### config.mk
export PLATFORM = sky130hd
export DESIGN_NAME = rn_wr_sequencer_flat
export DESIGN_NICKNAME = d
export VERILOG_FILES = /design/src/rtl/rn_wr_sequencer_if.sv /design/src/rtl/rn_wr_sequencer.sv /design/src/flat_wrapper.sv
export SDC_FILE = /design/constraint.sdc
export NUM_CORES = 1
export LEC_CHECK = 0
export CORE_MARGIN = 2
export CORE_UTILIZATION = 45
export CTS_CLUSTER_SIZE = 30
export DETAILED_ROUTE_END_ITERATION = 8
export PLACE_DENSITY = 0.67
export SYNTH_ARGS = -nofsm -noshare
export SYNTH_HDL_FRONTEND = slang
export SYNTH_SLANG_ARGS = --single-unit
export TNS_END_PERCENT = 100
### constraint.sdc
create_clock -name clk -period 3.9 [get_ports clk]
set_clock_uncertainty 0.2 [all_clocks]
set_input_delay 0.39 -clock clk [delete_from_list [all_inputs] [get_ports clk]]
set_output_delay 0.39 -clock clk [all_outputs]
set_load 0.01 [all_outputs]
### src/rtl/rn_wr_sequencer_if.sv
// Interface: rn_wr_sequencer_if
// Carries the AW/W handshake and payload signals of the RN write sequencer.
// The CPU-side signals are prefixed s_ and the NoC-side signals are prefixed m_.
//   slave  : the sequencer's view. It receives the CPU AW/W requests and the NoC
//            readies, and drives the CPU readies and the NoC valids and W tags.
//   master : the environment's view, which is the mirror of slave.
interface rn_wr_sequencer_if #(
    parameter int unsigned ID_W  = 11,
    parameter int unsigned LEN_W = 8,
    parameter int unsigned TGT_W = 2
) ();
    // AW channel
    logic             s_awvalid;
    logic             s_awready;
    logic [ID_W-1:0]  s_awid;
    logic [LEN_W-1:0] s_awlen;
    logic [TGT_W-1:0] s_awtgt;
    logic             m_awvalid;
    logic             m_awready;
    // W channel
    logic             s_wvalid;
    logic             s_wready;
    logic             s_wlast;
    logic             m_wvalid;
    logic             m_wready;
    logic             m_whead;
    logic             m_wtail;
    logic [TGT_W-1:0] m_wtgtid;
    logic [9:0]       m_wid;

    modport slave (
        input  s_awvalid, s_awid, s_awlen, s_awtgt, m_awready,
        input  s_wvalid, s_wlast, m_wready,
        output s_awready, m_awvalid,
        output s_wready, m_wvalid, m_whead, m_wtail, m_wtgtid, m_wid
    );

    modport master (
        output s_awvalid, s_awid, s_awlen, s_awtgt, m_awready,
        output s_wvalid, s_wlast, m_wready,
        input  s_awready, m_awvalid,
        input  s_wready, m_wvalid, m_whead, m_wtail, m_wtgtid, m_wid
    );
endinterface

### src/rtl/rn_wr_sequencer.sv
// Module: rn_wr_sequencer
// RN-side write sequencer. It queues {id, len, tgt} for each accepted AW request
// and forwards the CPU W beats to the NoC in AW order. Each forwarded beat is
// tagged with head/tail, the target ID and a 10-bit WID taken from the head entry.
// W beats that have no queued AW are blocked, and AW requests that would
// overflow the queue are blocked.
// Ports:
//   clk        clock
//   rst        asynchronous active-low reset
//   bus        AW/W handshake bundle (slave view)
//   occupancy  number of queued AW entries
//   err_wlast  sticky flag, set when WLAST disagrees with the LEN-derived tail
module rn_wr_sequencer #(
    parameter int unsigned DEPTH = 4,
    parameter int unsigned ID_W  = 11,
    parameter int unsigned LEN_W = 8,
    parameter int unsigned TGT_W = 2
) (
    input  logic                    clk,
    input  logic                    rst,
    rn_wr_sequencer_if.slave        bus,
    output logic [$clog2(DEPTH):0]  occupancy,
    output logic                    err_wlast
);
    localparam int unsigned IDX_W = $clog2(DEPTH);
    localparam int unsigned PTR_W = IDX_W + 1;

    logic [9:0]       id_mem  [DEPTH];
    logic [LEN_W-1:0] len_mem [DEPTH];
    logic [TGT_W-1:0] tgt_mem [DEPTH];

    logic [PTR_W-1:0] wr_ptr;
    logic [PTR_W-1:0] rd_ptr;
    logic [LEN_W-1:0] beat_cnt;

    logic full;
    logic empty;
    logic push;
    logic wbeat;
    logic tail;

    // Only AWID[9:0] travels on the NoC as the WID.
    logic unused_id_hi;
    assign unused_id_hi = ^bus.s_awid[ID_W-1:10];

    // The pointers carry one extra wrap bit, so that equal indices with
    // different wrap bits mean full.
    assign empty = (wr_ptr == rd_ptr);
    assign full  = (wr_ptr[IDX_W-1:0] == rd_ptr[IDX_W-1:0]) &&
                   (wr_ptr[IDX_W] != rd_ptr[IDX_W]);
    assign occupancy = wr_ptr - rd_ptr;

    always_comb begin
        bus.m_awvalid = bus.s_awvalid & ~full;
        bus.s_awready = bus.m_awready & ~full;
        push          = bus.m_awvalid & bus.m_awready;

        // The W path looks only at registered queue state, so an entry pushed
        // this cycle cannot be used by W until the next cycle.
        bus.m_wvalid  = bus.s_wvalid & ~empty;
        bus.s_wready  = bus.m_wready & ~empty;
        wbeat         = bus.m_wvalid & bus.m_wready;

        tail          = (beat_cnt == len_mem[rd_ptr[IDX_W-1:0]]);
        bus.m_whead   = (beat_cnt == '0);
        bus.m_wtail   = tail;
        bus.m_wtgtid  = tgt_mem[rd_ptr[IDX_W-1:0]];
        bus.m_wid     = id_mem[rd_ptr[IDX_W-1:0]];
    end

    // The queue storage needs no reset: the pointers decide which entries are valid.
    always_ff @(posedge clk) begin
        if (push) begin
            id_mem[wr_ptr[IDX_W-1:0]]  <= bus.s_awid[9:0];
            len_mem[wr_ptr[IDX_W-1:0]] <= bus.s_awlen;
            tgt_mem[wr_ptr[IDX_W-1:0]] <= bus.s_awtgt;
        end
    end

    always_ff @(posedge clk or negedge rst) begin
        if (!rst) begin
            wr_ptr    <= '0;
            rd_ptr    <= '0;
            beat_cnt  <= '0;
            err_wlast <= 1'b0;
        end else begin
            if (push) begin
                wr_ptr <= wr_ptr + PTR_W'(1);
            end
            if (wbeat) begin
                // LEN alone decides the burst boundary. WLAST is only compared against it.
                if (tail) begin
                    beat_cnt <= '0;
                    rd_ptr   <= rd_ptr + PTR_W'(1);
                end else begin
                    beat_cnt <= beat_cnt + LEN_W'(1);
                end
                if (bus.s_wlast != tail) begin
                    err_wlast <= 1'b1;
                end
            end
        end
    end
endmodule

### src/flat_wrapper.sv
// flat-port wrapper written by rule: the top's interface ports become plain ports
module rn_wr_sequencer_flat 
#(
    parameter int unsigned DEPTH = 4,
    parameter int unsigned ID_W  = 11,
    parameter int unsigned LEN_W = 8,
    parameter int unsigned TGT_W = 2
)
  (clk, rst, occupancy, err_wlast, bus_s_awvalid, bus_s_awid, bus_s_awlen, bus_s_awtgt, bus_m_awready, bus_s_wvalid, bus_s_wlast, bus_m_wready, bus_s_awready, bus_m_awvalid, bus_s_wready, bus_m_wvalid, bus_m_whead, bus_m_wtail, bus_m_wtgtid, bus_m_wid);
  rn_wr_sequencer_if #(.ID_W(ID_W), .LEN_W(LEN_W), .TGT_W(TGT_W)) bus_i ();
  input  logic clk;
  input  logic rst;
  output logic [$clog2(DEPTH):0] occupancy;
  output logic err_wlast;
  input wire logic [$bits(bus_i.s_awvalid)-1:0] bus_s_awvalid;
  input wire logic [$bits(bus_i.s_awid)-1:0] bus_s_awid;
  input wire logic [$bits(bus_i.s_awlen)-1:0] bus_s_awlen;
  input wire logic [$bits(bus_i.s_awtgt)-1:0] bus_s_awtgt;
  input wire logic [$bits(bus_i.m_awready)-1:0] bus_m_awready;
  input wire logic [$bits(bus_i.s_wvalid)-1:0] bus_s_wvalid;
  input wire logic [$bits(bus_i.s_wlast)-1:0] bus_s_wlast;
  input wire logic [$bits(bus_i.m_wready)-1:0] bus_m_wready;
  output wire logic [$bits(bus_i.s_awready)-1:0] bus_s_awready;
  output wire logic [$bits(bus_i.m_awvalid)-1:0] bus_m_awvalid;
  output wire logic [$bits(bus_i.s_wready)-1:0] bus_s_wready;
  output wire logic [$bits(bus_i.m_wvalid)-1:0] bus_m_wvalid;
  output wire logic [$bits(bus_i.m_whead)-1:0] bus_m_whead;
  output wire logic [$bits(bus_i.m_wtail)-1:0] bus_m_wtail;
  output wire logic [$bits(bus_i.m_wtgtid)-1:0] bus_m_wtgtid;
  output wire logic [$bits(bus_i.m_wid)-1:0] bus_m_wid;
  assign bus_i.s_awvalid = bus_s_awvalid;
  assign bus_i.s_awid = bus_s_awid;
  assign bus_i.s_awlen = bus_s_awlen;
  assign bus_i.s_awtgt = bus_s_awtgt;
  assign bus_i.m_awready = bus_m_awready;
  assign bus_i.s_wvalid = bus_s_wvalid;
  assign bus_i.s_wlast = bus_s_wlast;
  assign bus_i.m_wready = bus_m_wready;
  assign bus_s_awready = bus_i.s_awready;
  assign bus_m_awvalid = bus_i.m_awvalid;
  assign bus_s_wready = bus_i.s_wready;
  assign bus_m_wvalid = bus_i.m_wvalid;
  assign bus_m_whead = bus_i.m_whead;
  assign bus_m_wtail = bus_i.m_wtail;
  assign bus_m_wtgtid = bus_i.m_wtgtid;
  assign bus_m_wid = bus_i.m_wid;
  rn_wr_sequencer #(.DEPTH(DEPTH), .ID_W(ID_W), .LEN_W(LEN_W), .TGT_W(TGT_W)) u_core (.clk(clk), .rst(rst), .bus(bus_i), .occupancy(occupancy), .err_wlast(err_wlast));
endmodule
Yosys cells after proc, flatten, opt, wreduce, memory -nomap -nowiden:

Memories as Yosys holds them, arrays and structs flattened.
Index checks and enable logic that the tools add are counted.

* equality and inequality tests: 5
* add/sub/neg operators: 4
* muxes and demuxes: 3
* bitwise logic cells: 8
* reductions and logical operators: 4

Operators by type and width (number)
* $add A8 B1 Y8 const B: 1
* $eq A8 B8 Y1: 1
* $logic_not A8 Y1: 1
* $mux W8: 1
* $add A3 B1 Y3 const B: 2
* $and A1 B1 Y1: 6
* $reduce_and A2 Y1: 2
* $eq A3 B3 Y1: 1
* $sub A3 B3 Y3: 1
* $eq A2 B2 Y1: 1
* $mux W1: 2
* $ne A1 B1 Y1: 2
* $not A1 Y1: 2
* $logic_and A1 B1 Y1: 1

* register bits: 15
* memory bits (writable): 80
* word-level logic and storage cells: 31
* memories kept: 3

Memory list
* u_core.id_mem: words 4, bits a word 10, read ports 1, clocked after Yosys merged registers in 0, wr ports 1, RTL line rn_wr_sequencer.sv:28 `logic [9:0] id_mem [DEPTH];`
* u_core.len_mem: words 4, bits a word 8, read ports 1, clocked after Yosys merged registers in 0, wr ports 1, RTL line rn_wr_sequencer.sv:29 `logic [LEN_W-1:0] len_mem [DEPTH];`
* u_core.tgt_mem: words 4, bits a word 2, read ports 1, clocked after Yosys merged registers in 0, wr ports 1, RTL line rn_wr_sequencer.sv:30 `logic [TGT_W-1:0] tgt_mem [DEPTH];`

Longest topological paths before layout:

* word-level depth: 7
* depth in mapped cells: 9

Worst setup path after synthesis:

OpenSTA, ideal clock, no wires.

* kind: reg-to-reg
* from: reg u_core.rd_ptr[1]
* to: mem u_core.id_mem[3][0], enable pin
* data arrival time: 2561 ps
* data required time: 3320 ps
* period minus slack after synthesis: 3141 ps
* setup time: 380 ps
* cell stages (with the launch flop): 9
* path slack: 759 ps
* cells stage by stage: dfrtp_1 > buf_1 > clkbuf_1 > inv_1 > ha_1 > nand3_1 > and2_1 > clkbuf_1 > and3_1

* cells in the longest elaborated chain, start to end: 7

Ends and longest elaborated chain
* from (decl): RTL line rn_wr_sequencer.sv:33 `logic [PTR_W-1:0] rd_ptr;`
* from (signal assigned): RTL line rn_wr_sequencer.sv:94 `rd_ptr <= rd_ptr + PTR_W'(1);`
* $eq A2 B2 Y1: RTL line rn_wr_sequencer.sv:49 `assign full = (wr_ptr[IDX_W-1:0] == rd_ptr[IDX_W-1:0]) &&`
* $logic_and A1 B1 Y1: RTL line rn_wr_sequencer.sv:49
* $not A1 Y1: RTL line rn_wr_sequencer.sv:54 `bus.m_awvalid = bus.s_awvalid & ~full;`
* $and A1 B1 Y1: RTL line rn_wr_sequencer.sv:54
* $and A1 B1 Y1: RTL line rn_wr_sequencer.sv:56 `push = bus.m_awvalid & bus.m_awready;`
* $mux W1: RTL line rn_wr_sequencer.sv:73 `if (push) begin`
* $mux W1 (not written as such): RTL line rn_wr_sequencer.sv:74 `id_mem[wr_ptr[IDX_W-1:0]] <= bus.s_awid[9:0];`
* to (decl): RTL line rn_wr_sequencer.sv:28

No other way between the ends.

Final worst setup path:

* from: reg u_core.rd_ptr[0]
* to: out bus_m_wtail

* cells in the longest elaborated chain, start to end: 2

Ends and longest elaborated chain
* $mem_v2 Z4 W8
* $eq A8 B8 Y1: RTL line rn_wr_sequencer.sv:64 `tail = (beat_cnt == len_mem[rd_ptr[IDX_W-1:0]]);`
* to (decl): RTL line flat_wrapper.sv:28 `output wire logic [$bits(bus_i.m_wtail)-1:0] bus_m_wtail;`

No other way between the ends.

==> flow_metrics.env <==
export IMPL_drt_iter0_drc=81
export IMPL_drv_slew=0
export IMPL_cts_sinks=95
export IMPL_synth_fp_nets=249
export IMPL_ys_top_cells_by_area="edfxtp_1 61%, dfrtp_1 9.5%, mux4_2 8.0%, mux4_1 4.0%, xnor2_1 2.9%"
export IMPL_wl_per_cell_um=16.7
export IMPL_htreeDepth=3
export IMPL_r2r_end="u_core.rd_ptr[1]"
export IMPL_synth_cell_type_count=35
export IMPL_cts_tree="done"
export IMPL_reg2reg_depth=7
export IMPL_die_w_um=97.6
export IMPL_antenna_found_initial=0
export IMPL_syn_avg_cell_area_um2=18.7
export IMPL_place_congestion=0.824
export IMPL_start_util=0.459
export IMPL_ir_drop_mv=0.322
export IMPL_period_share=0.914
export IMPL_port_buffers=48
export IMPL_finalSetupViolations=0
export IMPL_ys_async_sr_fraction=0.158
export IMPL_drc=0
export IMPL_regToRegSetupSlack_ns=1.00
export IMPL_grt_start_max_net_pins=21
export IMPL_hold_path_class="input pin to asynchronous set/reset pin"
export IMPL_grt_use_total=0.148
export IMPL_fp_row_count=34
export IMPL_regArea_um2=2780
export IMPL_ys_seq_area_frac=0.705
export IMPL_final_nets=313
export IMPL_p_leak_nw=1.69
export IMPL_final_cell_mix="80 x edfxtp_1, 48 x clkdlybuf4s50_1, 15 x dfrtp_1, 14 x mux4_2, 13 x xnor2_1"
export IMPL_num_antenna_cells=0
export IMPL_relSlewSlack=0.526
export IMPL_grt_pass1_vias=2086
export IMPL_cp_data_required_time_ns=3.31
export IMPL_post_cts_resized=0
export IMPL_synth_top_area_cell="edfxtp_1"
export IMPL_grt_pass1_wl_um=10700
export IMPL_fmax_mhz=281
export IMPL_dpl_instance_area_um2=4610
export IMPL_cts_buffer_depth=2
export IMPL_ys_seq_elements=95
export IMPL_slowest_stage="dfrtp_1"
export IMPL_vias_per_cell=5.19
export IMPL_powerDensity_nw_per_um2=545
export IMPL_cp_end_kind="output port"
export IMPL_drt_first_pass_iters=4
export IMPL_tns_ns=0
export IMPL_multiInputGateArea_um2=1100
export IMPL_path_clk_slew_ns=0.10
export IMPL_drive_gt1_frac=0.168
export IMPL_grt_setup_unrepaired="no"
export IMPL_numCtsBuffers=9
export IMPL_period_minus_slack_ns=3.56
export IMPL_hold_violations=0
export IMPL_ys_flop_type="edfxtp_1"
export IMPL_syn_area_um2=3940
export IMPL_die_area_um2=9520
export IMPL_ys_warn_count=0
export IMPL_syn2layout_area_growth_pct=22.3
export IMPL_crit_chain="mux4_1 -> xnor2_1 -> nand4_2 -> buf_4 -> nor2_1 -> clkdlybuf4s50_1"
export IMPL_clk_latency_ns=0.36
export IMPL_cts_setup_buffers=0
export IMPL_synth_edf_count=80
export IMPL_finalWirelength_um=6500
export IMPL_num_fill_cells=681
export IMPL_io_pins=50
export IMPL_worst_slew_pin_slew_ns=0.708
export IMPL_core_um2=8590
export IMPL_crit_path_max_incr_delay_ns=0.71
export IMPL_crit_type="flip-flop to output port"
export IMPL_netlist_instances=211
export IMPL_layout_commonest_cell="edfxtp_1"
export IMPL_cap_viol_max_count=0
export IMPL_overflow=0
export IMPL_place_detailed_hpwl_um=4260
export IMPL_vias=2012
export IMPL_holdWs_ns=0.223
export IMPL_drtAntennaViolNets=0
export IMPL_ctsHoldBuffers=0
export IMPL_crit_path_start_kind="flip-flop"
export IMPL_r2r_start="u_core.rd_ptr[0]"
export IMPL_design_area_um2=4820
export IMPL_die_y_um=97.6
export IMPL_worstPathArrival_ns=2.97
export IMPL_status="finished clean"
export IMPL_crit_fanout=12
export IMPL_synth_top_area_share=0.610
export IMPL_cts_root_buffer_cell="clkbuf_8"
cells in the mapped netlist, types with 4 or more instances:
master    number
and3_1         4
mux4_1         6
ha_1           9
dfrtp_1       15
nor2_1         6
nand2_1       10
mux4_2        14
inv_1          9
xor2_1         5
edfxtp_1      80
xnor2_1       13
kinds of logic after synthesis:
kind of cell               share of synthesized area
adders and majority gates                     0.0337
muxes                                          0.127
buffers and inverters                         0.0162
and+or+nand+nor                               0.0603
AOI/OAI and AO/OA                             0.0184
DFF                                            0.705
xor gates and xnor gates                      0.0400
registers in the layout (all words and copies together) (netlist names):
| name | cells |
|---|---|
| u_core.beat_cnt | 8 |
| u_core.err_wlast | 1 |
| u_core.id_mem | 40 |
| u_core.len_mem | 32 |
| u_core.rd_ptr | 3 |
| u_core.tgt_mem | 8 |
| u_core.wr_ptr | 3 |
layout make-up:
cell class / count / area share
Clock buffer: 9 / 0.0257
Clock inverter: 7 / 0.0177
Inverter: 9 / 0.00701
Multi-Input combinational cell: 101 / 0.228
Sequential cell: 95 / 0.576
Tap cell: 108 / 0.0280
Timing Repair Buffer: 59 / 0.117
where the power goes:
part / switching (mW) / internal [mW]
Clock: 0.354 / 0.311
Combinational: 0.293 / 0.328
Sequential: 0.101 / 1.24
worst max-delay path by stage:
| stage | from | end | slack, ns |
|---|---|---|---|
| after floorplan | u_core.rd_ptr[1] | u_core.id_mem[3][0] | 0.76 |
| after global placement | u_core.rd_ptr[0] | bus_m_wtail | 0.71 |
| after detailed placement | u_core.rd_ptr[0] | bus_m_wtail | 0.66 |
| after CTS | u_core.rd_ptr[0] | bus_m_wtail | 0.24 |
| after global routing | u_core.rd_ptr[0] | bus_m_wtail | 0.12 |
| final | u_core.rd_ptr[0] | bus_m_wtail | 0.34 |
layer usage:
layer / global-route usage / up-vias / part of all wire
met2: 0.237 / 49 / 0.48
met5: 0 / - / 0
li1: - / 959 / -
met3: 0.0446 / 5 / 0.043
met4: 0.0545 / 0 / 0.0097
met1: 0.193 / 999 / 0.46
through the flow:
step            util  std cells  setup WS, ns  power (mW)
4_1_cts        0.561        388         0.240        2.67
3_5_place_dp   0.536        372         0.656        2.00
2_1_floorplan      -        211         0.759        1.73
3_3_place_gp   0.536        372         0.708        1.98
5_1_grt        0.561        388         0.123        2.79
6_report       0.561        388         0.336        2.63
worst max-delay path, delay by kind of cell (launching register included):
family | cells | cell delay [ns]
buf+inv | 2 | 0.76
flops | 1 | 0.71
mux | 1 | 0.65
simple gates | 2 | 0.32
xor+xnor | 1 | 0.19
Note: power is estimated with default switching activity, not from simulation.
